## src/rtl/fb_arbiter.sv

```systemverilog
// fb_arbiter: frame-buffer port controller and arbiter.
// Shares one single-port frame-buffer RAM between an internal clear engine,
// the rasterizer (writes) and the UART transmitter (reads), sequences each
// frame IDLE -> CLEAR -> DRAW -> DONE and measures the frame fill time.
// Optional feature macro: FB_CLEAR_EN (clear engine and CLEAR state present).
// Without it, start goes straight to DRAW and clear_color is unused.
module fb_arbiter #(
    parameter int ADDR_W = 16,
    parameter int DEPTH  = 65536,
    parameter int DATA_W = 24
) (
    input  logic              clk,
    input  logic              rst_n,
    input  logic              start,
    input  logic [DATA_W-1:0] clear_color,
    input  logic              rast_req,
    input  logic [ADDR_W-1:0] rast_addr,
    input  logic [DATA_W-1:0] rast_wdata,
    output logic              rast_gnt,
    input  logic              rast_done,
    input  logic              tx_req,
    input  logic [ADDR_W-1:0] tx_addr,
    output logic              tx_gnt,
    output logic [DATA_W-1:0] tx_rdata,
    output logic              tx_rvalid,
    output logic              fb_we,
    output logic              fb_re,
    output logic [ADDR_W-1:0] fb_addr,
    output logic [DATA_W-1:0] fb_wdata,
    input  logic [DATA_W-1:0] fb_rdata,
    output logic              done_drawing,
    output logic [23:0]       fill_time,
    output logic              busy
);

    localparam logic [1:0] S_IDLE  = 2'd0;
    localparam logic [1:0] S_CLEAR = 2'd1;
    localparam logic [1:0] S_DRAW  = 2'd2;
    localparam logic [1:0] S_DONE  = 2'd3;

    // Round-robin memory: who got the port on the last DRAW grant.
    localparam logic LW_RAST = 1'b0;
    localparam logic LW_TX   = 1'b1;

    localparam logic [23:0] FILL_MAX = 24'hFFFFFF;

    logic [1:0]  state_reg, state_next;
    logic        last_winner_reg;
    logic [23:0] fill_reg;
    logic        rvalid_reg;

`ifdef FB_CLEAR_EN
    localparam logic [ADDR_W-1:0] LAST_ADDR = ADDR_W'(DEPTH - 1);
    logic [ADDR_W-1:0] clr_cnt_reg, clr_cnt_next;
`else
    // Clear engine absent: these inputs/parameters intentionally go nowhere.
    localparam int UNUSED_DEPTH = DEPTH;
    logic unused_clear_color;
    assign unused_clear_color = ^clear_color;
`endif

    assign busy         = (state_reg == S_CLEAR) || (state_reg == S_DRAW);
    assign done_drawing = (state_reg == S_DONE);
    assign fill_time    = fill_reg;
    assign tx_rvalid    = rvalid_reg;
    // Gated so the read data bus is quiet whenever no read is returning.
    assign tx_rdata     = rvalid_reg ? fb_rdata : '0;

    // Grants: round-robin on conflict in DRAW, transmitter-only in DONE.
    always_comb begin
        rast_gnt = 1'b0;
        tx_gnt   = 1'b0;
        case (state_reg)
            S_DRAW: begin
                if (rast_req && tx_req) begin
                    rast_gnt = (last_winner_reg == LW_TX);
                    tx_gnt   = (last_winner_reg == LW_RAST);
                end else begin
                    rast_gnt = rast_req;
                    tx_gnt   = tx_req;
                end
            end
            S_DONE:  tx_gnt = tx_req;
            default: ;
        endcase
    end

    // RAM port mux: clear engine, then the granted requester.
    always_comb begin
        fb_we    = 1'b0;
        fb_re    = 1'b0;
        fb_addr  = '0;
        fb_wdata = '0;
`ifdef FB_CLEAR_EN
        if (state_reg == S_CLEAR) begin
            fb_we    = 1'b1;
            fb_addr  = clr_cnt_reg;
            fb_wdata = clear_color;
        end
`endif
        if (rast_gnt) begin
            fb_we    = 1'b1;
            fb_addr  = rast_addr;
            fb_wdata = rast_wdata;
        end else if (tx_gnt) begin
            fb_re   = 1'b1;
            fb_addr = tx_addr;
        end
    end

    // Frame sequencer next state; start overrides everything, including rast_done.
    always_comb begin
        state_next = state_reg;
        if (start) begin
`ifdef FB_CLEAR_EN
            state_next = S_CLEAR;
`else
            state_next = S_DRAW;
`endif
        end else begin
            case (state_reg)
`ifdef FB_CLEAR_EN
                S_CLEAR: if (clr_cnt_reg == LAST_ADDR) state_next = S_DRAW;
`endif
                S_DRAW:  if (rast_done) state_next = S_DONE;
                default: ;
            endcase
        end
    end

`ifdef FB_CLEAR_EN
    // Clear address: restarts at 0 on start, steps one pixel per CLEAR cycle.
    always_comb begin
        clr_cnt_next = clr_cnt_reg;
        if (start || (state_reg == S_CLEAR && clr_cnt_reg == LAST_ADDR))
            clr_cnt_next = '0;
        else if (state_reg == S_CLEAR)
            clr_cnt_next = clr_cnt_reg + 1'b1;
    end

    // Clear address register.
    always_ff @(posedge clk or negedge rst_n) begin
        if (!rst_n) clr_cnt_reg <= '0;
        else        clr_cnt_reg <= clr_cnt_next;
    end
`endif

    // State, round-robin pointer, fill-time counter and read-valid pipeline.
    always_ff @(posedge clk or negedge rst_n) begin
        if (!rst_n) begin
            state_reg       <= S_IDLE;
            last_winner_reg <= LW_TX;
            fill_reg        <= '0;
            rvalid_reg      <= 1'b0;
        end else begin
            state_reg  <= state_next;
            rvalid_reg <= tx_req && tx_gnt;
            if (state_reg == S_DRAW) begin
                if (rast_gnt)    last_winner_reg <= LW_RAST;
                else if (tx_gnt) last_winner_reg <= LW_TX;
            end
            if (start)
                fill_reg <= '0;
            else if (busy && fill_reg != FILL_MAX)
                fill_reg <= fill_reg + 24'd1;
        end
    end

endmodule

```

## config.mk

```make
export PLATFORM = sky130hd
export DESIGN_NAME = fb_arbiter
export DESIGN_NICKNAME = d
export VERILOG_FILES = /design/src/rtl/fb_arbiter.sv
export SDC_FILE = /design/constraint.sdc
export NUM_CORES = 1
export LEC_CHECK = 0
export ABC_CLOCK_PERIOD_IN_PS = 2900
export CAP_MARGIN = 30
export CELL_PAD_IN_SITES_DETAIL_PLACEMENT = 0
export CELL_PAD_IN_SITES_GLOBAL_PLACEMENT = 1
export CORE_ASPECT_RATIO = 0.75
export CORE_MARGIN = 3
export CORE_UTILIZATION = 21
export CTS_BUF_LIST = sky130_fd_sc_hd__clkbuf_8
export CTS_CLUSTER_SIZE = 30
export DETAILED_ROUTE_END_ITERATION = 10
export GPL_TIMING_DRIVEN = 0
export PLACE_DENSITY_LB_ADDON = 0.1
export SLEW_MARGIN = 10
export SYNTH_ARGS = -nofsm -noshare
export SYNTH_HDL_FRONTEND = slang
export SYNTH_SLANG_ARGS = --single-unit
```

## constraint.sdc

```tcl
create_clock -name clk -period 2.9 [get_ports clk]
set_input_delay 0.725 -clock clk [delete_from_list [all_inputs] [get_ports clk]]
set_output_delay 0.725 -clock clk [all_outputs]
set_load 0.005 [all_outputs]
```

==> results.md <==
* Status: complete, no violations
* Worst-path clk slew at approximately 0.10 ns
* Worst Setup Path Type: primary input to output pin
* Max Freq at 353 MHz
* Hold/Removal Path Class: primary input to async pin
* Worst rel slew slack at 0.431
* Max H-tree Level at 1
* Die width at 127 um
* Vias in the first global route at about 2600
* Reg2reg path depth at 6
* Hold Slack at about 0.47 ns
* Sequential share of the synthesized area at 0.307
* Routed WL at 9620 um
* Fin. max-slew vios at 0
* Area post-placement at 4250 um2
* Layout area overhead at 92.2%
* Startpoint Class: primary input
* I/O pin count at 205
* Post-route ant nets at 0
* Total Die Area at 12200 um2
* Largest net degree at the start of global routing at 29
* Max cap viols at 0
* Syn Std Cell Area at 2290 um2
* Maximum vdd drop at 0.211 mV
* Routed WL per cell at 15.4 um
* Residual DRC count at 0
* PortBufs at 179
* Hpwl dp at just under 8000 um
* Nets at 603
* Final global-route overflow total at 0
* Worst-Skew Late Latency at 0.28 ns
* Dpl cells at 612
* Commonest cells after routing, fill and taps aside: 136 x clkdlybuf4s50_1, 51 x and2_1, 39 x nand2_1, 27 x dfrtp_1, 26 x dlygate4sd2_1
* Hold_buf cts at 0
* Seq cells post-synth at 28
* CP arrival at 2.11 ns
* Worst reg2reg endpoint: fill_time[0]
* RSZ-0062 raised after global routing: true
* Fin cells at 625
* Clock sinks at 28
* Post-synth top area cell: dfrtp_1
* Share of cells above drive strength 1 at 0.129
* CTS tree: built
* Count of cell types in the netlist at 39
* Dominant register cell in the synthesized netlist: dfrtp_1
* Post-Layout Inst Area at about 4400 um2
* Avg Inst Size Synth at 7.71 um2
* Overall Global Routing Usage at 0.143
* Drt pass-1 iters at 4
* Synth top area share at 0.295
* Commonest non-fill, non-tap cell in the layout: clkdlybuf4s50_1
* Endpoints failing hold at 0
* Crit Path Max Fanout at 11
* GPL Wtd Cong at approximately 0.89
* DR iter-0 viols at 103
* Initial core utilization at 0.219
* Synthesized net count at slightly above 400
* Post-synth EDFFs at 0
* Final min period at 2.83 ns
* Vias at between 2000 and 3000
* Synth async-reset ratio at 1.00
* Layout Skew at between 0.006 and 0.007 ns
* Clk root buf: clkbuf_8
* Post-Syn Instances at 297
* Die Y at 96.4 um
* Worst setup EP type: output pin
* Pwr dens at 265 nW/um2
* Worst Max-Slew Pin Slew at 0.847 ns
* Core area at 10500 um2
* Yosys warnings at 0
* Ant. Diodes at 0
* Max clock buf depth at 2
* Reg2reg start: fill_time[0]
* Number of flip-flops under the largest register name at 24
* Initial antenna violation count at 0
* Period utilisation layout at 0.976
* Core Rows at 32
* Synth top area cells: dfrtp_1 30%, and2_1 14%, mux2_2 7.9%
* Vias per cell at 4.51
* Final Core Density at 0.421
* Final setup viols at 0
* WP data required at between 2 and 2.5 ns
* Global-route wire length before repair at 14200 um
* Reg2reg setup slack at 0.50 ns
* Leak at 0.00188 uW
* CTS Buf Count at 3
[Yosys cell counts, types with 3 or more instances]
cell	count
ha_1	3
mux2_2	16
nor4_1	4
a21oi_1	12
o31ai_1	4
and3_1	3
and4_1	3
nor2_1	21
nor2b_1	18
or4_1	5
nor3_1	4
nand2_1	39
o21ai_0	16
nand3_1	10
nand4_1	9
dfrtp_1	27
a211oi_1	6
clkbuf_1	15
inv_1	9
and2_1	51
[worst max-delay path by stage]
stage,from,end,cells past startpoint
final,rast_req,rast_gnt,7
after global routing,state_reg[0],fb_addr[7],6
after CTS,tx_req,rast_gnt,7
after detailed placement,rast_req,fb_addr[12],9
after global placement,rast_req,fb_addr[12],9
after floorplan,tx_req,rast_gnt,6
[cell families (layout without fill, tap and decap cells)]
family	after synthesis	in the layout	synth area share
AO/OA/AOI/OAI	46	46	0.120
flip-flops	28	28	0.307
adder cells (fa/ha/maj)	3	3	0.0164
AND/OR/NAND/NOR	176	176	0.426
buffers and inverters	27	219	0.0475
multiplexers	17	17	0.0831
[critical path, stage by stage]
cell	delay (ns)
dlygate4sd2_1	0.22
nand2_1	0.07
or2_4	0.28
inv_4	0.09
buf_8	0.13
buf_4	0.10
clkdlybuf4s50_1	0.49
[power breakdown]
| group | switching (uW) | leakage [uW] | total, uW | internal [uW] |
|---|---|---|---|---|
| Combinational | 175 | 0.00147 | 491 | 316 |
| Clock | 131 | 0.0000288 | 253 | 122 |
| Sequential | 16.9 | 0.000378 | 421 | 404 |
[repair_timing]
action                                  CTS  global route
endpoints found under the setup margin   44            17
pin swaps                                 2             1
setup buffers                             7             4
resized for setup                       105             9
[through the flow]
step / setup TNS, ns / total power, uW / worst slack [ns]
floorplan: 0 / 569 / 0.311
global placement: -36.09 / 909 / -1.07
detailed placement: -35.75 / 910 / -1.09
CTS: -0.0618 / 1170 / -0.0564
global route: -0.0159 / 1250 / -0.0159
finish: 0 / 1160 / 0.0691
[area by class of cell]
| class | count | area, um2 |
|---|---|---|
| inverter | 9 | 36.3 |
| timing repair buffer | 190 | 1810 |
| tap | 136 | 170 |
| multi-input combinational | 242 | 1510 |
| buffer | 16 | 119 |
| sequential | 28 | 702 |
| clock buffer | 4 | 55.1 |
| fill | 1053 | 6050 |
[layer usage]
layer | GRT usage | up-vias | share of wire
li1 | - | 1413 | -
met1 | 0.186 | 1318 | 0.43
met2 | 0.258 | 88 | 0.51
met3 | 0.0269 | 2 | 0.057
met4 | 0.0143 | 0 | 0.0025
met5 | 0 | - | 0
Note: power is estimated with default switching activity, not from simulation.
==> patch (same flow settings) <==
Build with the macro `FB_CLEAR_EN` defined.
--- a/src/rtl/fb_arbiter.sv
+++ b/src/rtl/fb_arbiter.sv
@@ -5,4 +5,6 @@
 // Optional feature macro: FB_CLEAR_EN (clear engine and CLEAR state present).
 // Without it, start goes straight to DRAW and clear_color is unused.
+`define FB_CLEAR_EN
+
 module fb_arbiter #(
     parameter int ADDR_W = 16,
Formal check against the unedited RTL: not equivalent (Yosys sat finds a counterexample within 4 cycles, from zero or initial values and one cycle with rst_n low).
==> patch against the unedited design <==
Total power rose to 2.5 times the old value. Sequential cell count rose by 16. Setup slack better by 0.057 ns. Synthesized area increased by 45%. Global-route usage is 3.2 points higher. Final area increased by 35%. Routed wire length up 61%. Die area is 42% higher. Largest cell class unchanged.
==> patch: results (changes against the unedited design) <==
| Metric | Value |
|---|---|
| Setup WS pre-CTS | `-1.50 ns (-0.416 ns)` |
| Via count | `4137 (+47%)` |
| Post-Route M1 WL | `7.07 mm (+70%)` |
| Synth Area in XOR/XNOR | `0.0370 (+0.0370)` |
| Hold_ws | `0.305 ns (-0.162 ns)` |
| Synth top area cells | `dfrtp_1 (32%), nand2_1 (9.7%), o21ai_0 (7.7%)` |
| Vias in the first global route | `3902 (+51%)` |
| Post-synth top cells | `nand2_1 (86), o21ai_0 (51), dfrtp_1 (43), nor2_1 (31), a21oi_1 (30)` |
| DP HPWL | `12.3 mm (+60%)` |
| DRT Pass-1 Iters | `5 (+1)` |
| GR Util met3 | `0.0366 (+0.00972)` |
| Met2 Usage GRT | `0.284 (+0.0257)` |
| Combinational Power Share | `0.596 (+0.174)` |
| WL met3 | `1.05 mm (+90%)` |
| Port bufs | `203 (+13%)` |
| WL met2 | `7.19 mm (+47%)` |
| Post-Synthesis Net Count | `562 (+37%)` |
| Routability cong. | `0.774 (-13%)` |
| Max IR drop VDD | `261 uV (+24%)` |
| M1 GR Usage | `0.244 (+0.0585)` |
| Overall Global Routing Usage | `0.175 (+0.0319)` |
| Worst R2R Path Depth | `7 (+1)` |
| Clk network pwr share | `0.148 (-0.069)` |
| H-tree lvl count | `2 (+1)` |
| Share of layout cells above drive strength 1 | `0.141 (+0.0117)` |
| Status | `complete, no violations` |
| Placed Area | `5620 um^2 (+32%)` |
| Pwr dens | `489 nW/um^2 (+85%)` |
| DRT iter0 DRCs | `209 (+100%)` |
| Mux contribution to synthesized area | `0.0204 (-0.0627)` |
| Data arrival time of the worst path | `2.05 ns (-0.06 ns)` |
| Total CTS buffers | `5 (+2)` |
| Final net count | `783 (+30%)` |
| Synth Area in Compound Gates | `0.195 (+0.0747)` |
| LEAKAGE | `2.46 nW (+31%)` |
| Switching share of power | `0.395 (+0.118)` |
| Wire per inst | `17.7 um (+15%)` |
| R2R Path End | `fill_time[17]` |
| Clock Latency Late Sink | `0.31 ns (+0.03 ns)` |
| Placed cells | `856 (+40%)` |
| First-pass GRT wire length | `23.5 mm (+66%)` |
| Filler cell count | `1595 (+51%)` |
| Flop-to-flop setup slack | `0.52 ns (+0.02 ns)` |
==> patch: cell types whose count changed after synthesis, moves of 8 or more <==
cell,unedited run,this run
nand2_1,39,86
nor2b_1,18,4
nand3_1,10,19
dfrtp_1,27,43
and3_1,3,20
clkbuf_1,15,23
a21oi_1,12,30
mux2_2,16,0
nor2_1,21,31
o21ai_0,16,51
xnor2_1,0,10
and2_1,51,25
==> patch: final cells by class <==
| class | count | area (um^2) | area share |
|---|---|---|---|
| clock buffer | 6 | 82.6 | 0.0139 |
| sequential | 44 | 1100 | 0.185 |
| tap | 205 | 256 | 0.0431 |
| multi-input combinational | 366 | 2200 | 0.369 |
| buffer | 26 | 226 | 0.0380 |
| timing repair buffer | 215 | 2030 | 0.342 |
| inverter | 10 | 42.5 | 0.00715 |
| clock inverter | 2 | 10.0 | 0.00168 |
==> patch: timing repair <==
action	in CTS	in global routing
hold buffers	0	0
pin swaps	4	7
endpoints found under the setup margin	44	34
gates cloned	1	0
resized for setup	167	32
setup buffers	9	1
